### config.mk
export PLATFORM = sky130hd
export DESIGN_NAME = conv_tile_sched
export DESIGN_NICKNAME = d
export VERILOG_FILES = /design/src/rtl/conv_acc_pkg.sv /design/src/rtl/conv_sched_wdt.sv /design/src/rtl/conv_tile_sched.sv
export SDC_FILE = /design/constraint.sdc
export NUM_CORES = 1
export LEC_CHECK = 0
export CELL_PAD_IN_SITES_DETAIL_PLACEMENT = 0
export CELL_PAD_IN_SITES_GLOBAL_PLACEMENT = 1
export CORE_AREA = 2 2 60 62
export CTS_CLUSTER_SIZE = 28
export DETAILED_ROUTE_END_ITERATION = 12
export DIE_AREA = 0 0 62 64
export PLACE_DENSITY = 0.92
export SYNTH_ARGS = -nofsm -noshare
export SYNTH_HDL_FRONTEND = slang
export SYNTH_SLANG_ARGS = --single-unit
### constraint.sdc
create_clock -name clk -period 3.2 [get_ports clk]
set_input_delay 0.32 -clock clk [delete_from_list [all_inputs] [get_ports clk]]
set_output_delay 0.32 -clock clk [all_outputs]
set_load 0.1 [all_outputs]
### src/rtl/conv_acc_pkg.sv
// Shared types and constants for the convolution accelerator control path.
package conv_acc_pkg;

   localparam int unsigned CFG_W        = 2;
   localparam int unsigned NTILE_W_DFLT = 6;
   localparam int unsigned CH_PER_GROUP = 8;

   typedef enum logic [2:0] {
      SCH_IDLE     = 3'd0,
      SCH_CFG      = 3'd1,
      SCH_WAIT_BUF = 3'd2,
      SCH_KICK     = 3'd3,
      SCH_RUN      = 3'd4,
      SCH_FLUSH    = 3'd5,
      SCH_WAIT_END = 3'd6,
      SCH_DONE     = 3'd7
   } sched_state_e;

   // Channel-group configuration forwarded to the PE array.
   typedef struct packed {
      logic [CFG_W-1:0] ci;
      logic [CFG_W-1:0] co;
   } chan_cfg_t;

   // Number of channels encoded by a group field: (n+1) groups of CH_PER_GROUP.
   function automatic int unsigned group_channels(input logic [CFG_W-1:0] grp);
      return (32'(grp) + 32'd1) * CH_PER_GROUP;
   endfunction

endpackage

### src/rtl/conv_sched_wdt.sv
// Watchdog cycle counter for the tile scheduler; expires after WDT_CYCLES enabled cycles.
module conv_sched_wdt #(
   parameter int unsigned WDT_CYCLES = 4096
) (
   input  logic clk,
   input  logic rst_n,
   input  logic en,
   input  logic clr,
   output logic expired_c
);

   localparam int unsigned CNT_W = $clog2(WDT_CYCLES + 1);

   logic [CNT_W-1:0] cnt_q;
   logic [CNT_W-1:0] cnt_d;

   assign expired_c = en && (cnt_q == CNT_W'(WDT_CYCLES - 1));

   always_comb begin
      cnt_d = cnt_q;
      if (clr) begin
         cnt_d = '0;
      end else if (en && !expired_c) begin
         cnt_d = cnt_q + CNT_W'(1);
      end
   end

   always_ff @(posedge clk or negedge rst_n) begin
      if (!rst_n) begin
         cnt_q <= '0;
      end else begin
         cnt_q <= cnt_d;
      end
   end

endmodule

### src/rtl/conv_tile_sched.sv
// Layer-level sequencer driving the PE array: config kick, per-tile kicks, flush, done.
// Optional watchdog enabled by defining CONV_TILE_SCHED_WDT_EN.
module conv_tile_sched
   import conv_acc_pkg::*;
#(
   parameter int unsigned NTILE_W    = NTILE_W_DFLT,
   parameter int unsigned WDT_CYCLES = 4096
) (
   input  logic               clk,
   input  logic               rst_n,
   input  logic               cmd_valid,
   output logic               cmd_ready,
   input  logic [CFG_W-1:0]   cmd_ci,
   input  logic [CFG_W-1:0]   cmd_co,
   input  logic [NTILE_W-1:0] cmd_ntile,
   input  logic               buf_ready,
   output logic               buf_release,
   input  logic               pe_busy,
   input  logic               pe_end,
   output logic               start_conv,
   output logic               start_again,
   output logic [CFG_W-1:0]   cfg_ci,
   output logic [CFG_W-1:0]   cfg_co,
   output logic [NTILE_W-1:0] tile_idx,
   output logic               busy,
   output logic               done,
   output logic               err
);

   if (WDT_CYCLES < 2) begin : g_wdt_range
      $error("WDT_CYCLES must be at least 2");
   end

   sched_state_e       state_q, state_d;
   chan_cfg_t          cfg_q, cfg_d;
   logic [NTILE_W-1:0] ntile_q, ntile_d;
   logic [NTILE_W-1:0] tile_idx_q, tile_idx_d;
   logic               seen_busy_q, seen_busy_d;
   logic               buf_release_q, buf_release_d;
   logic               tile_done_c;
   logic               last_tile_c;
   logic               wdt_exp_c;

   assign tile_done_c = seen_busy_q && !pe_busy;
   assign last_tile_c = (tile_idx_q == (ntile_q - NTILE_W'(1)));

`ifdef CONV_TILE_SCHED_WDT_EN
   logic err_q, err_d;
   logic wdt_en_c;
   logic state_chg_c;

   assign wdt_en_c    = (state_q == SCH_RUN) || (state_q == SCH_WAIT_END);
   assign state_chg_c = (state_d != state_q);
   assign err         = err_q;

   conv_sched_wdt #(
      .WDT_CYCLES (WDT_CYCLES)
   ) u_wdt (
      .clk       (clk),
      .rst_n     (rst_n),
      .en        (wdt_en_c),
      .clr       (state_chg_c),
      .expired_c (wdt_exp_c)
   );
`else
   assign wdt_exp_c = 1'b0;
   assign err       = 1'b0;
`endif

   // State register
   always_ff @(posedge clk or negedge rst_n) begin
      if (!rst_n) begin
         state_q <= SCH_IDLE;
      end else begin
         state_q <= state_d;
      end
   end

   // Next-state logic
   always_comb begin
      state_d = state_q;
      case (state_q)
         SCH_IDLE:     if (cmd_valid) state_d = SCH_CFG;
         SCH_CFG:      state_d = SCH_WAIT_BUF;
         SCH_WAIT_BUF: if (buf_ready) state_d = SCH_KICK;
         SCH_KICK:     state_d = SCH_RUN;
         SCH_RUN: begin
            if (wdt_exp_c) begin
               state_d = SCH_DONE;
            end else if (tile_done_c) begin
               state_d = last_tile_c ? SCH_FLUSH : SCH_WAIT_BUF;
            end
         end
         SCH_FLUSH:    state_d = SCH_WAIT_END;
         SCH_WAIT_END: if (wdt_exp_c || pe_end) state_d = SCH_DONE;
         SCH_DONE:     state_d = SCH_IDLE;
         default:      state_d = SCH_IDLE;
      endcase
   end

   // Output decode from the state register
   always_comb begin
      cmd_ready   = 1'b0;
      busy        = 1'b1;
      start_conv  = 1'b0;
      start_again = 1'b0;
      done        = 1'b0;
      case (state_q)
         SCH_IDLE: begin
            cmd_ready = 1'b1;
            busy      = 1'b0;
         end
         SCH_CFG:              start_conv  = 1'b1;
         SCH_KICK, SCH_FLUSH:  start_again = 1'b1;
         SCH_DONE:             done        = 1'b1;
         default: ;
      endcase
   end

   // Datapath: config latch, tile counter, completion tracking
   always_comb begin
      cfg_d         = cfg_q;
      ntile_d       = ntile_q;
      tile_idx_d    = tile_idx_q;
      seen_busy_d   = seen_busy_q;
      buf_release_d = 1'b0;
`ifdef CONV_TILE_SCHED_WDT_EN
      err_d         = err_q;
      if ((state_q == SCH_IDLE) && cmd_valid) begin
         err_d = 1'b0;
      end else if (wdt_exp_c) begin
         err_d = 1'b1;
      end
`endif
      case (state_q)
         SCH_IDLE: begin
            if (cmd_valid) begin
               cfg_d.ci   = cmd_ci;
               cfg_d.co   = cmd_co;
               ntile_d    = (cmd_ntile == '0) ? NTILE_W'(1) : cmd_ntile;
               tile_idx_d = '0;
            end
         end
         SCH_KICK: seen_busy_d = 1'b0;
         SCH_RUN: begin
            if (pe_busy) seen_busy_d = 1'b1;
            if (!wdt_exp_c && tile_done_c) begin
               buf_release_d = 1'b1;
               if (!last_tile_c) tile_idx_d = tile_idx_q + NTILE_W'(1);
            end
         end
         default: ;
      endcase
   end

   always_ff @(posedge clk or negedge rst_n) begin
      if (!rst_n) begin
         cfg_q         <= '0;
         ntile_q       <= '0;
         tile_idx_q    <= '0;
         seen_busy_q   <= 1'b0;
         buf_release_q <= 1'b0;
`ifdef CONV_TILE_SCHED_WDT_EN
         err_q         <= 1'b0;
`endif
      end else begin
         cfg_q         <= cfg_d;
         ntile_q       <= ntile_d;
         tile_idx_q    <= tile_idx_d;
         seen_busy_q   <= seen_busy_d;
         buf_release_q <= buf_release_d;
`ifdef CONV_TILE_SCHED_WDT_EN
         err_q         <= err_d;
`endif
      end
   end

   assign cfg_ci      = cfg_q.ci;
   assign cfg_co      = cfg_q.co;
   assign tile_idx    = tile_idx_q;
   assign buf_release = buf_release_q;

endmodule

Word level (Yosys, flattened, before mapping):

Index checks and enable logic that the tools add are counted.
Widths: inputs -> output; s select.

* output and inout bits: 17
* bits of input ports: 16
* logic and storage cells: 54
* flip-flop bits (word level): 21

* $add $sub $neg: 2
* muxes and demuxes: 20
* eq/ne operators: 14
* reductions and logical operators: 11

Operators with widths (count)
* $mux 6: 4
* $pmux 3 s8: 1
* $mux 3: 5
* $eq 3x3->1 const B: 4
* $ne 2x2->1 const B: 6
* $pmux 6 s2: 1
* $mux 1: 8
* $reduce_and 4->1: 2
* $add 6x1->6 const B: 1
* $eq 3x2->1 const B: 2
* $eq 6x6->1: 1
* $logic_not 6->1: 1
* $sub 6x1->6 const B: 1
* $reduce_and 2->1: 2
* $reduce_bool 2->1: 2
* $eq 3x1->1 const B: 1
* $logic_not 3->1: 1
* $pmux 1 s2: 1
* $reduce_or 2->1: 1
* $logic_and 1x1->1: 1
* $logic_not 1->1: 1

Logic depth before layout (Yosys ltp):

* depth after elaboration: 5
* gate-level depth with buffers: 8
* depth with buffers taken out: 8

Least setup slack after synthesis:

OpenSTA, ideal clock, no wires.

* path type: register to register
* start point: register state_q[0]
* end point: register tile_idx_q[4] (netlist: tile_idx[4])
* slack: 0.327 ns
* stages on the path, launching flop included: 7
* path buffers: 1
* arrival time: 2.793 ns
* period minus slack after synthesis: 2.873 ns
* cells stage by stage: dfrtp_1 > or3_1 > inv_1 > nand2_1 > clkbuf_1 > nand2_1 > mux2i_1

* longest elaborated chain between the ends: 3

Ends and longest elaborated chain
* from (decl): RTL line conv_tile_sched.sv:34 `sched_state_e state_q, state_d;`
* from (signal assigned): RTL line conv_tile_sched.sv:75 `state_q <= state_d;`
* $eq 3x3->1 or $logic_not 3->1 (tied branches): RTL line conv_tile_sched.sv:135 `case (state_q)`
* $ne 2x2->1 (no line) or $reduce_bool 2->1 (tied branches)
* $reduce_and 4->1 (no line)
* to (signal assigned): RTL line conv_tile_sched.sv:169 `tile_idx_q <= tile_idx_d;`
* to (decl): RTL line conv_tile_sched.sv:37 `logic [NTILE_W-1:0] tile_idx_q, tile_idx_d;`

Several ways; a longest one is shown, not always the timed one.
A chain may end at the register's enable or synchronous reset.

Worst setup path after layout:

* start point: register state_q[1]
* end point: output busy

* longest elaborated chain between the ends: 2

Ends and longest elaborated chain
* $logic_not 3->1: RTL line conv_tile_sched.sv:108 `case (state_q)`
* $mux 1: RTL line conv_tile_sched.sv:108
* to (decl): RTL line conv_tile_sched.sv:25 `output logic busy,`

No other way between the ends.

==> parameters.txt <==
Parameter                              Value

Floorplanning
  Die boundary height ... 64 um
  Die span in x ... 62 um
  I/O pin cnt ... 33
  Starting utilization of the core area ... 0.366
  DIE AREA ... 3970 sq um
  Floorplan row count ... 21
  Floorplan core area ... 3280 sq um

Power
  Fraction of power consumed by sequential logic ... 0.295
  P_int ... 728 uW
  Fraction of power consumed by the clock network ... 0.077
  Switching power ... 955 uW
  Fraction of power spent switching nets ... 0.567
  Total power draw ... 1680 uW
  Peak supply drop ... 0.539 mV
  Power density cells ... 1080 nW/um^2
  Leak pwr ... 0.000755 uW
  Share of power burned in combinational logic ... 0.628

Critical path
  Data required time at the worst endpoint ... 2.88 ns
  Register-to-register path setup slack ... 1.13 ns
  Arrival time at the worst endpoint ... 2.32 ns
  Worst-path maximum fanout ... 13
  Capturing element type of the critical path ... primary output
  Path depth of the worst reg2reg path ... 8
  CP Class ... reg -> out
  Type of element launching the critical path ... register

Global routing
  Initial antenna violation count ... 0
  Largest net degree at the start of global routing ... 22
  Gr usage total ... 0.153
  Number of global-route vias before repair ... 1031
  Total grt overflow ... 0
  Wire length of the first global-routing pass ... 4620 um

Timing
  RSZ-0062 raised after global routing ... false
  Minimum clock period after layout ... 2.64 ns
  Peak Freq ... 378 MHz
  Fin Clk Skew ... 0.0132 ns
  Final setup TNS ... 0 ns
  Hold Fails Final Rpt ... 0
  Portion of the clock cycle consumed by the worst path in the final layout ... 0.826
  Worst Tran Pin Value ... 0.987 ns
  Final setup viols ... 0
  Remaining max-slew budget at the tightest pin ... 0.340
  Count of final max-slew check failures ... 0

CTS
  Later-pin clock latency in the skew report ... 0.31 ns
  Cells resized by post-CTS repair ... 0
  Maximum clock path buffer count ... 2
  Post-CTS Setup Repair Bufs ... 0
  Quantity of hold-fixing buffers added after cts ... 0
  Clock Root Buffer ... sky130_fd_sc_hd__clkbuf_4
  Number of buffers created by CTS ... 3
  Number of sinks driven by the clock tree ... 21
  Clk slew on worst S/H paths ... 0.12 ns
  TritonCTS clock tree ... yes
  H-tree level count ... 1

Cells and area
  Area Overhead vs Synth ... 29.9%
  Final design utilization ... 0.475
  Footprint of the multi-input gates ... 634 sq um
  Count of filler cells inserted in the layout ... 327
  Area used by sequential logic in the layout ... 526 sq um
  Number of diodes ... 0
  Proportion of layout cells with a drive suffix above 1 ... 0.0904
  Nets ... 185

Synth
  Adder and majority cell fraction of the synthesized area ... 0.0208
  Compound-Gate Fraction of Synth Area ... 0.0771
  Synth warn ... 0
  Part of the Yosys area used for sequential elements ... 0.438
  Simple-gate share of the synthesized area ... 0.315
  Per-instance average area after synthesis ... 8.83 sq um
  Synth Register Bits ... 21
  Netlist cell types ... 36
  Dominant combinational cell family by area after synthesis ... simple AND/OR/NAND/NOR gates
  Synth Area in XOR/XNOR ... 0.0583
  Number of standard cells after synthesis ... 136
  Post-Syn Nets ... 154
  Post-synthesis cell area ... 1200 sq um
  Share of cell area taken by muxes after synthesis ... 0.0542

Drt
  Post-detailed-route via-to-cell ratio ... 4.94
  Final WL ... 2650 um
  Pre-antenna DRT Iters ... 4
  Number of vias in the routed layout ... 1047
  DRC violation count after routing ... 0
  Violation count after the first detailed-route iteration ... 76
  Routed wire length per instance ... 12.5 um
  Antenna-violating nets left ... 0

Worst hold path
  Kind of path behind the tightest hold check ... reg -> reg
  Number of cells on the worst hold path ... 2

Place
  Number of input and output port buffers inserted ... 31
  Detailed Place HPWL ... 2030 um
  Final weighted congestion in routability-driven placement ... 0.808

Flow run
  Max_cap viols ... 0

Status
  Status ... finished, final reports clean
-- cell families after synthesis --
group	after synthesis
AO/OA/AOI/OAI	16
XOR/XNOR	8
adder cells (fa/ha/maj)	2
buffers and inverters	10
flip-flops	21
multiplexers	6
other	1
AND/OR/NAND/NOR	72
-- Yosys cell counts, drive strengths merged --
| library cell | n | share of area |
|---|---|---|
| nand4 | 4 | 0.021 |
| xor2 | 5 | 0.036 |
| clkbuf | 4 | 0.012 |
| inv | 5 | 0.016 |
| or3 | 2 | 0.010 |
| nor2 | 7 | 0.022 |
| nand3 | 3 | 0.021 |
| mux2 | 1 | 0.012 |
| nand2 | 34 | 0.11 |
| or4 | 2 | 0.016 |
| and3b | 1 | 0.0073 |
| xnor2 | 3 | 0.022 |
| a211oi | 1 | 0.0063 |
| o21ai | 10 | 0.042 |
| dfrtp | 21 | 0.44 |
| and2 | 2 | 0.013 |
| conb | 1 | 0.0031 |
| nor2b | 3 | 0.018 |
| nor3b | 1 | 0.0063 |
| a31oi | 3 | 0.016 |
| buf | 1 | 0.0063 |
| ha | 2 | 0.021 |
| and3 | 3 | 0.016 |
| mux2i | 5 | 0.042 |
| nor3 | 3 | 0.017 |
| o21bai | 1 | 0.0063 |
| nand3b | 1 | 0.0063 |
| nand2b | 5 | 0.026 |
| and4bb | 1 | 0.010 |
| a22o | 1 | 0.0073 |
-- worst paths after layout --
| path | startpoint | to |
|---|---|---|
| max reg2reg | ntile_q[0] | tile_idx[0] |
| max in group asynchronous | rst_n | ntile_q[5] |
| max | state_q[1] | busy |
| min in group asynchronous | rst_n | seen_busy_q |
| min | cfg_co[0] | cfg_co[0] |
| min reg2reg | cfg_co[0] | cfg_co[0] |
-- flip-flops by register name (all words and copies together), names as in the netlist --
register,count
tile_idx,6
cfg_co,2
state_q,3
seen_busy_q,1
ntile_q,6
buf_release,1
cfg_ci,2
-- area by class of cell --
cell class,count,share of cell area
Clock buffer,4,0.0168
Inverter,5,0.0120
Multi-Input combinational cell,105,0.407
Sequential cell,21,0.337
Tap cell,46,0.0369
Timing Repair Buffer,31,0.191
-- critical path, stage by stage, from the launching register on --
cell and delay, ns:
sky130_fd_sc_hd__dfrtp_1 0.53, sky130_fd_sc_hd__or3_1 0.49, sky130_fd_sc_hd__clkdlybuf4s50_1 1.00
-- per-layer routing --
| layer | vias to the layer above | GRT usage | wire length [um] |
|---|---|---|---|
| met5 | - | 0 | 0 |
| met4 | 0 | 0.0293 | 8 |
| met3 | 2 | 0.0486 | 219 |
| met2 | 39 | 0.251 | 1310 |
| met1 | 490 | 0.193 | 1110 |
| li1 | 516 | - | - |
-- stage by stage --
step,instances,cell area (sq um),hold slack (ns),setup WS (ns)
after floorplan,136,1200,0.0244,0.327
after global placement,208,1530,0.462,0.946
after detailed placement,208,1530,0.467,0.919
after CTS,212,1560,0.500,0.554
after global routing,212,1560,0.522,0.488
final,212,1560,0.492,0.558
-- layout by cell type (no fill, tap or decap), drive strengths merged --
cell / Yosys / layout
xor2: 5 / 5
inv: 5 / 5
buf: 1 / 5
o21bai: 1 / 1
nand2: 34 / 34
mux2i: 5 / 5
nor3b: 1 / 1
nor2: 7 / 7
nand4: 4 / 4
or4: 2 / 2
a31oi: 3 / 3
and3b: 1 / 1
nand2b: 5 / 5
and3: 3 / 3
clkdlybuf4s50: 0 / 26
and4bb: 1 / 1
and2: 2 / 2
nor2b: 3 / 3
xnor2: 3 / 3
dfrtp: 21 / 21
clkbuf: 4 / 4
a211oi: 1 / 1
a22o: 1 / 1
conb: 1 / 1
nand3: 3 / 3
nand3b: 1 / 1
mux2: 1 / 1
nor3: 3 / 3
o21ai: 10 / 10
or3: 2 / 2
ha: 2 / 2
-- power by group through the flow --
stage	clock, uW	combinational [uW]	sequential (uW)
global route	148	1130	520
global placement	0	1040	490
detailed placement	0	1060	503
CTS	136	1060	497
floorplan	0	600	725
finish	129	1060	497
No activity file was read; power rests on OpenSTA's default activity.
